## config.mk

```make
export PLATFORM = sky130hd
export DESIGN_NAME = edge_interval_monitor_flat
export DESIGN_NICKNAME = d
export VERILOG_FILES = /design/src/rtl/edge_interval_monitor_if.sv /design/src/rtl/edge_interval_monitor.sv /design/src/flat_wrapper.sv
export SDC_FILE = /design/constraint.sdc
export NUM_CORES = 1
export LEC_CHECK = 0
export ABC_AREA = 1
export CAP_MARGIN = 20
export CORE_MARGIN = 1
export CORE_UTILIZATION = 30
export DETAILED_ROUTE_END_ITERATION = 12
export PLACE_DENSITY_LB_ADDON = 0.3
export SETUP_SLACK_MARGIN = 0.1
export SLEW_MARGIN = 20
export SYNTH_ARGS = -nofsm -noshare
export SYNTH_HDL_FRONTEND = slang
export SYNTH_SLANG_ARGS = --single-unit
```

## constraint.sdc

```tcl
create_clock -name clk -period 4.6 [get_ports clk]
set_clock_uncertainty 0.1 [all_clocks]
set_input_delay 0.46 -clock clk [delete_from_list [all_inputs] [get_ports clk]]
set_output_delay 0.46 -clock clk [all_outputs]
set_load 0.03 [all_outputs]
```

## src/rtl/edge_interval_monitor_if.sv

```systemverilog
// Bundle of the event inputs and measurement outputs of the edge interval monitor.
// The monitor takes the slave side; the driver and observer take the master side.
interface edge_interval_monitor_if #(
  parameter int COUNT_WIDTH = 8,
  parameter int VIOL_WIDTH  = 8
);
  logic                   enable;
  logic                   event1;
  logic                   event2;
  logic                   clear_stats;
  logic                   delay_valid;
  logic [COUNT_WIDTH-1:0] delay_value;
  logic                   min_violation;
  logic                   max_violation;
  logic                   overdue;
  logic [COUNT_WIDTH-1:0] worst_delay;
  logic [VIOL_WIDTH-1:0]  violation_count;

  modport slave (
    input  enable, event1, event2, clear_stats,
    output delay_valid, delay_value, min_violation,
    output max_violation, overdue, worst_delay,
    output violation_count
  );

  modport master (
    output enable, event1, event2, clear_stats,
    input  delay_valid, delay_value, min_violation,
    input  max_violation, overdue, worst_delay,
    input  violation_count
  );
endinterface

```

## src/rtl/edge_interval_monitor.sv

```systemverilog
// Measures cycles from an event1 rising edge to the next event2 rising edge,
// flags out-of-window results and keeps worst-case and violation statistics.
module edge_interval_monitor #(
  parameter int COUNT_WIDTH = 8,
  parameter int MIN_DELAY   = 4,
  parameter int MAX_DELAY   = 10,
  parameter int VIOL_WIDTH  = 8
) (
  input logic                   clk,
  input logic                   reset,
  edge_interval_monitor_if.slave bus
);

  typedef enum logic {
    S_IDLE,
    S_ARMED
  } state_e;

  localparam logic [COUNT_WIDTH-1:0] MIN_C = COUNT_WIDTH'(MIN_DELAY);
  localparam logic [COUNT_WIDTH-1:0] MAX_C = COUNT_WIDTH'(MAX_DELAY);
  localparam logic [COUNT_WIDTH-1:0] ONE_C = COUNT_WIDTH'(1);
  localparam logic [COUNT_WIDTH-1:0] SAT_C = '1;
  localparam logic [VIOL_WIDTH-1:0]  VSAT_C = '1;

  state_e                 state_q, state_d;
  logic [COUNT_WIDTH-1:0] cnt_q, cnt_d;
  logic                   e1_prev_q, e1_prev_d;
  logic                   e2_prev_q, e2_prev_d;
  logic                   hist_ok_q, hist_ok_d;
  logic                   valid_q, valid_d;
  logic [COUNT_WIDTH-1:0] value_q, value_d;
  logic                   minv_q, minv_d;
  logic                   maxv_q, maxv_d;
  logic                   overdue_q, overdue_d;
  logic [COUNT_WIDTH-1:0] worst_q, worst_d;
  logic [VIOL_WIDTH-1:0]  viol_q, viol_d;

  logic                   rise1;
  logic                   rise2;
  logic                   res_vld;
  logic [COUNT_WIDTH-1:0] res_val;
  logic [COUNT_WIDTH-1:0] cnt_inc;
  logic [COUNT_WIDTH-1:0] worst_base;
  logic [VIOL_WIDTH-1:0]  viol_base;

  // cnt_q holds the cycles elapsed since the start edge, so a stop edge
  // seen while cnt_q == n reports n directly.
  always_comb begin
    e1_prev_d = bus.event1;
    e2_prev_d = bus.event2;
    hist_ok_d = 1'b1;
    // The first cycle after reset only loads history, so a level that
    // was already high is not taken as an edge.
    rise1     = bus.event1 & ~e1_prev_q & hist_ok_q;
    rise2     = bus.event2 & ~e2_prev_q & hist_ok_q;
    state_d   = state_q;
    cnt_d     = cnt_q;
    res_vld   = 1'b0;
    res_val   = cnt_q;
    cnt_inc   = (cnt_q == SAT_C) ? cnt_q : cnt_q + ONE_C;
    if (!bus.enable) begin
      state_d = S_IDLE;
      cnt_d   = '0;
    end else begin
      unique case (state_q)
        S_IDLE: begin
          if (rise1 && rise2) begin
            res_vld = 1'b1;
            res_val = '0;
          end else if (rise1) begin
            state_d = S_ARMED;
            cnt_d   = ONE_C;
          end
        end
        S_ARMED: begin
          cnt_d = cnt_inc;
          if (rise2) begin
            res_vld = 1'b1;
            res_val = cnt_q;
            if (rise1) begin
              cnt_d = ONE_C;
            end else begin
              state_d = S_IDLE;
              cnt_d   = '0;
            end
          end else if (rise1) begin
            cnt_d = ONE_C;
          end
        end
      endcase
    end
  end

  always_comb begin
    overdue_d  = bus.enable && (state_q == S_ARMED)
                 && !rise1 && (cnt_q >= MAX_C);
    valid_d    = res_vld;
    value_d    = res_vld ? res_val : value_q;
    minv_d     = res_vld && (res_val < MIN_C);
    maxv_d     = res_vld && (res_val > MAX_C);
    // A clear takes effect before the same-cycle result is accumulated.
    worst_base = bus.clear_stats ? '0 : worst_q;
    viol_base  = bus.clear_stats ? '0 : viol_q;
    worst_d    = (res_vld && (res_val > worst_base)) ? res_val : worst_base;
    viol_d     = viol_base;
    if ((minv_d || maxv_d) && (viol_base != VSAT_C)) begin
      viol_d = viol_base + 1'b1;
    end
  end

  always_ff @(posedge clk) begin
    if (reset) begin
      state_q   <= S_IDLE;
      cnt_q     <= '0;
      e1_prev_q <= 1'b0;
      e2_prev_q <= 1'b0;
      hist_ok_q <= 1'b0;
      valid_q   <= 1'b0;
      value_q   <= '0;
      minv_q    <= 1'b0;
      maxv_q    <= 1'b0;
      overdue_q <= 1'b0;
      worst_q   <= '0;
      viol_q    <= '0;
    end else begin
      state_q   <= state_d;
      cnt_q     <= cnt_d;
      e1_prev_q <= e1_prev_d;
      e2_prev_q <= e2_prev_d;
      hist_ok_q <= hist_ok_d;
      valid_q   <= valid_d;
      value_q   <= value_d;
      minv_q    <= minv_d;
      maxv_q    <= maxv_d;
      overdue_q <= overdue_d;
      worst_q   <= worst_d;
      viol_q    <= viol_d;
    end
  end

  assign bus.delay_valid     = valid_q;
  assign bus.delay_value     = value_q;
  assign bus.min_violation   = minv_q;
  assign bus.max_violation   = maxv_q;
  assign bus.overdue         = overdue_q;
  assign bus.worst_delay     = worst_q;
  assign bus.violation_count = viol_q;

endmodule

```

## src/flat_wrapper.sv

```systemverilog
// flat-port wrapper written by rule: the top's interface ports become plain ports
module edge_interval_monitor_flat 
#(
  parameter int COUNT_WIDTH = 8,
  parameter int MIN_DELAY   = 4,
  parameter int MAX_DELAY   = 10,
  parameter int VIOL_WIDTH  = 8
)
  (clk, reset, bus_enable, bus_event1, bus_event2, bus_clear_stats, bus_delay_valid, bus_delay_value, bus_min_violation, bus_max_violation, bus_overdue, bus_worst_delay, bus_violation_count);
  edge_interval_monitor_if #(.COUNT_WIDTH(COUNT_WIDTH), .VIOL_WIDTH(VIOL_WIDTH)) bus_i ();
  input logic clk;
  input logic reset;
  input wire logic [$bits(bus_i.enable)-1:0] bus_enable;
  input wire logic [$bits(bus_i.event1)-1:0] bus_event1;
  input wire logic [$bits(bus_i.event2)-1:0] bus_event2;
  input wire logic [$bits(bus_i.clear_stats)-1:0] bus_clear_stats;
  output wire logic [$bits(bus_i.delay_valid)-1:0] bus_delay_valid;
  output wire logic [$bits(bus_i.delay_value)-1:0] bus_delay_value;
  output wire logic [$bits(bus_i.min_violation)-1:0] bus_min_violation;
  output wire logic [$bits(bus_i.max_violation)-1:0] bus_max_violation;
  output wire logic [$bits(bus_i.overdue)-1:0] bus_overdue;
  output wire logic [$bits(bus_i.worst_delay)-1:0] bus_worst_delay;
  output wire logic [$bits(bus_i.violation_count)-1:0] bus_violation_count;
  assign bus_i.enable = bus_enable;
  assign bus_i.event1 = bus_event1;
  assign bus_i.event2 = bus_event2;
  assign bus_i.clear_stats = bus_clear_stats;
  assign bus_delay_valid = bus_i.delay_valid;
  assign bus_delay_value = bus_i.delay_value;
  assign bus_min_violation = bus_i.min_violation;
  assign bus_max_violation = bus_i.max_violation;
  assign bus_overdue = bus_i.overdue;
  assign bus_worst_delay = bus_i.worst_delay;
  assign bus_violation_count = bus_i.violation_count;
  edge_interval_monitor #(.COUNT_WIDTH(COUNT_WIDTH), .MIN_DELAY(MIN_DELAY), .MAX_DELAY(MAX_DELAY), .VIOL_WIDTH(VIOL_WIDTH)) u_core (.clk(clk), .reset(reset), .bus(bus_i));
endmodule
```

## Yosys cells after proc, flatten, opt, wreduce, memory -nomap -nowiden

Cells that the tools add are included.

- Flip-flop bits (word level): 40
- Bits in latches: 0
- Bits in writable memories: 0
- Bits in read-only memories: 0
- Bits of input ports: 6
- Memories kept: 0

- Add/sub/neg operators: 2
- Multiply operators: 0
- Divide/modulo/power cells: 0
- Order comparisons: 4
- Eq/ne operators: 5
- Shifts and indexed selects: 0
- Multiplexer cells: 23
- Bitwise logic cells: 8
- Reductions and logical operators: 12

Operator list:

| kind | number |
|---|---|
| two-way mux 8 bit | 11 |
| case mux 8 bit (2 select lines) | 2 |
| adder 8 x 1 -> 8 bit, second input constant | 2 |
| == test 8 bit, second input constant | 1 |
| >= comparator 8 x 4 -> 1 bit, second input constant | 1 |
| > comparator 8 x 4 -> 1 bit, second input constant | 1 |
| > comparator 8 bit | 1 |
| logical AND 1 bit | 8 |
| < comparator 8 x 3 -> 1 bit, second input constant | 1 |
| two-way mux 1 bit | 8 |
| != test 8 bit, second input constant | 1 |
| bitwise AND 1 bit | 4 |
| != test 4 bit, second input constant | 1 |
| NOT 1 bit | 4 |
| case mux 1 bit (2 select lines) | 2 |
| AND reduction 3 bit | 1 |
| != test 2 x 1 -> 1 bit, second input constant | 1 |
| != test 2 bit, second input constant | 1 |
| OR reduction 2 bit | 1 |
| logical NOT 1 bit | 1 |
| logical OR 1 bit | 1 |

## Logic depth before layout (Yosys ltp)

- Depth in word-level cells: 12
- Gate-level depth with buffers: 19
- Mapped depth without buffers: 17

## Worst setup path after synthesis

OpenSTA, ideal clock, no wires.

- Path type: in2reg
- Start point: input bus_event1
- End point: register u_core.worst_q[5] (netlist: u_core.bus.worst_delay[5])
- Library setup time: 113 ps
- Arrival: 2110 ps
- Data required time: 4387 ps
- Path slack: 2276 ps
- Stages on the path: 18
- Cells stage by stage: nand2_1 nor3_2 nand2_2 buf_6 inv_1 nor2_1 ha_1 nand2_1 inv_1 nand2_1 nor2_4 nand3_1 nand2_1 inv_2 buf_6 nand3_2 nand2_1 nor2_2

- Longest elaborated chain between the ends: 9

RTL lines:

| element | line | RTL |
|---|---|---|
| start: declaration | flat_wrapper.sv:14 | `input wire logic [$bits(bus_i.event1)-1:0] bus_event1;` |
| bitwise AND 1 bit (2 in series) | edge_interval_monitor.sv:54 | `rise1 = bus.event1 & ~e1_prev_q & hist_ok_q;` |
| logical AND 1 bit | edge_interval_monitor.sv:67 | `if (rise1 && rise2) begin` |
| two-way mux 8 bit | edge_interval_monitor.sv:67 |  |
| case mux 8 bit (2 select lines) | edge_interval_monitor.sv:65 | `unique case (state_q)` |
| two-way mux 8 bit | edge_interval_monitor.sv:61 | `if (!bus.enable) begin` |
| via u_core.res_val[7] | edge_interval_monitor.sv:41 | `logic [COUNT_WIDTH-1:0] res_val;` |
| > comparator 8 bit | edge_interval_monitor.sv:104 | `worst_d = (res_vld && (res_val > worst_base)) ? res_val : worst_base;` |
| logical AND 1 bit | edge_interval_monitor.sv:104 |  |
| two-way mux 8 bit | edge_interval_monitor.sv:104 |  |
| end signal: assignment | edge_interval_monitor.sv:136 | `worst_q <= worst_d;` |
| end: declaration | edge_interval_monitor.sv:35 | `logic [COUNT_WIDTH-1:0] worst_q, worst_d;` |

The timed path passes the listed nets, and every way through them passes these cells.
A chain may end at the register's enable or synchronous reset.

## Final worst setup path

- Start point: input bus_event1
- End point: register u_core.worst_q[1] (netlist: u_core.bus.worst_delay[1])

The elaborated chain is that of the path after synthesis.

==> out/qor.csv <==
stage,metric,value,unit
run_status,status,"finished, final reports clean",
timing,grt_setup_unrepaired,no,
final_layout,area_growth,21.50,%
synthesis,synth-compound-area-share,0.1548,
global_route,top_usage_layer,met2,
timing,drv_slew,0,
synthesis,synth_top_area_frac,0.3630,
synthesis,synth-seq-cells,40,
synthesis,synth_top_family_by_area,simple AND/OR/NAND/NOR gates,
die,num_io_pins,34,
timing,tns,0,ns
routing,drc,0,
synthesis,yosysUniqueCellTypes,35,
clocking,cts-htree-levels,2,
timing,fmax,351.1,MHz
global_route,grt_first_pass_wirelength,8542,um
clocking,cts_resized,0,
timing,setup_violations,0,
pwr,leakage,1.095,nW
timing,worst_pin_slew,0.6591,ns
die,fp.coreArea,0.006944,mm2
timing,slew_headroom,0.5592,
die,dieHeight,87.75,um
final_layout,drive_above_1_share,0.1373,
final_layout,most-common-layout-cells,"nand2_1 (54), inv_1 (41), dfxtp_1 (40)",
setup_path,critical_path_peak_fanout,16,
setup_path,crit_required,4.69,ns
setup_path,regToRegStartpoint,u_core.hist_ok_q,
global_route,first_global_vias,1832,
setup_path,crit_arrival,2.94,ns
global_route,use_met2,0.2389,
routing,viasPerCell,4.601,
final_layout,fin_nets,348,
pwr,intPower,0.4878,mW
die,die_w,87.75,um
synthesis,synth_edf_count,0,
setup_path,crit_type,input pin to flip-flop,
timing,worst_slack,1.752,ns
clocking,post_cts_buffers,0,
synthesis,netlist_top_cells_area,"dfxtp_1 (36%), nand2_1 (9.2%), inv_1 (7.0%), a21oi_1 (5.7%), nor2_1 (5.4%)",
routing,wl,4934,um
min_path,hold_path_startpoint,u_core.bus.violation_count[4],
synthesis,synth-xor-area-share,0.01191,
pwr,comb_power_share,0.071,
pwr,power,0.6404,mW
synthesis,synth_cells,302,
global_route,grtUsageMet3,0.03393,
final_layout,n_antenna_cell,0,
pwr,p_sw,0.1526,mW
global_route,grt_max_degree,22,
final_layout,layout_commonest_cell,nand2_1,
timing,hold_viol,0,
synthesis,synth.area.mux_share,0,
clocking,cts_root_buf,clkbuf_8,
timing,fin_crit_sh,0.6191,
die,start_util,0.3177,
synthesis,ys_seq_area_frac,0.3630,
synthesis,synthSimpleGateAreaFrac,0.3125,
synthesis,syn-cell-area,0.002206,mm2
setup_path,crit_path_end_kind,flip-flop,
clocking,clock-sinks,40,
routing,drtIter0Drc,93,
placed_design,io_buffers,33,
setup_path,worstSetupStartpointType,input pin,
global_route,grt_use_total,0.1409,
synthesis,syn_nets,316,
clocking,cts_tree,built,
min_path,worstHoldPathType,flip-flop to flip-flop,
pwr,ir_worst_vdd,0.0001140,V
clocking,clk_latency,0.29,ns
clocking,path_clk_slew,0.08,ns
synthesis,yosys_most_used_dff,dfxtp_1,
global_route,antenna_found_initial,0,
pwr,power_density,239.0,mW/mm2
routing,wl_per_cell,11.45,um
pwr,seq_power_share,0.551,
die,die_area,0.007700,mm2
synthesis,synthArstFlopShare,0,
timing,min_period,2.848,ns
routing,ant_nets,0,
synthesis,synth_fa_ha_area_frac,0.04538,
placed_design,post-place-ws,1.433,ns
placed_design,dp.final_hpwl,3677,um
clocking,ctsHoldBuffers,0,
final_layout,utilization,0.3859,
placed_design,routabilityCongestion,0.8377,
synthesis,synth_top_area_cell,dfxtp_1,
setup_path,crit_start,bus_event1,
routing,vias,1983,
global_route,grtUsageMet1,0.1790,
die,rows,30,
clocking,cts_buffers,5,
synthesis,syn_avg_cell_area,7.304,um2
routing,drtPass1Iterations,4,
pwr,clkPwrFrac,0.377,
global_route,grt_overflow,0,
pwr,p_sw_frac,0.2383,
synthesis,yosys_warnings,0,
job,cap_violations,0,
clocking,cts_buffer_depth,2,
-- layer usage --
metal  wire [um]  part of all wire
met2        2308              0.47
met3         176             0.036
met4          63             0.013
met1        2386              0.48
met5           0                 0
-- final timing paths --
| check | to | slack [ns] | cells after the start |
|---|---|---|---|
| setup / recovery | u_core.bus.worst_delay[1] | 1.75 | 17 |
| setup reg to reg | u_core.bus.worst_delay[1] | 2.06 | 16 |
| hold / removal | u_core.bus.violation_count[4] | 0.40 | 2 |
| hold reg to reg | u_core.bus.violation_count[4] | 0.40 | 2 |
-- per-stage QoR --
stage	hold slack, ns	cell area, um2	std cells
5_1_grt	0.4403	2680	431
2_1_floorplan	0.3832	2206	302
3_3_place_gp	0.3845	2590	423
6_report	0.4026	2680	431
4_1_cts	0.4026	2680	431
3_5_place_dp	0.3918	2590	423
-- cell type report --
| type | count | area [um2] |
|---|---|---|
| clock buffer | 8 | 90.09 |
| fill | 736 | 4264 |
| inverter | 47 | 181.4 |
| multi-input combinational | 207 | 1157 |
| sequential | 40 | 800.8 |
| tap | 96 | 120.1 |
| timing repair buffer | 33 | 330.3 |
-- cells in the mapped netlist, types with 3 or more instances --
| cell type | number |
|---|---|
| a211oi_1 | 3 |
| a21oi_1 | 25 |
| a21oi_2 | 9 |
| clkbuf_1 | 3 |
| dfxtp_1 | 40 |
| ha_1 | 8 |
| inv_1 | 41 |
| inv_2 | 5 |
| nand2_1 | 54 |
| nand2_2 | 6 |
| nand3_1 | 15 |
| nand3_2 | 5 |
| nand4_1 | 4 |
| nor2_1 | 32 |
| nor2_2 | 7 |
| nor3_1 | 3 |
| nor3_2 | 3 |
| o21ai_0 | 11 |
| o21ai_1 | 6 |
| xor2_1 | 3 |
-- registers in the layout (all words and copies together) (netlist names) --
register                    cells
u_core.bus.delay_value          8
u_core.hist_ok_q                1
u_core.e2_prev_q                1
u_core.cnt_q                    8
u_core.bus.min_violation        1
u_core.bus.delay_valid          1
u_core.bus.violation_count      8
u_core.state_q                  1
u_core.e1_prev_q                1
u_core.bus.overdue              1
u_core.bus.worst_delay          8
u_core.bus.max_violation        1
-- critical path, cell delays in order --
cell	delay, ns
clkdlybuf4s50_1	0.48
nand2_1	0.09
nor3_2	0.18
nand2_2	0.22
inv_1	0.14
nor2_1	0.08
ha_1	0.32
nand2_1	0.06
inv_1	0.03
nand2_1	0.12
nor2_4	0.05
nand3_1	0.06
nand2_1	0.06
inv_2	0.32
nand3_1	0.14
nand2_1	0.08
nor2_1	0.05
-- power by group through the flow --
stage	registers, mW	logic [mW]	clock network (mW)
2_1_floorplan	0.364	0.0283	0
3_3_place_gp	0.361	0.0456	0
3_5_place_dp	0.361	0.0457	0
4_1_cts	0.353	0.0459	0.248
5_1_grt	0.354	0.0510	0.267
6_report	0.353	0.0456	0.242
-- kinds of logic (layout without fill, tap and decap cells) --
kind of cell,after synthesis,after routing
XOR/XNOR,3,3
AND/OR/NAND/NOR,138,138
flip-flops,40,40
AO/OA/AOI/OAI,58,58
adder cells (fa/ha/maj),8,8
buffers and inverters,55,88
No activity file was read; power rests on OpenSTA's default activity.
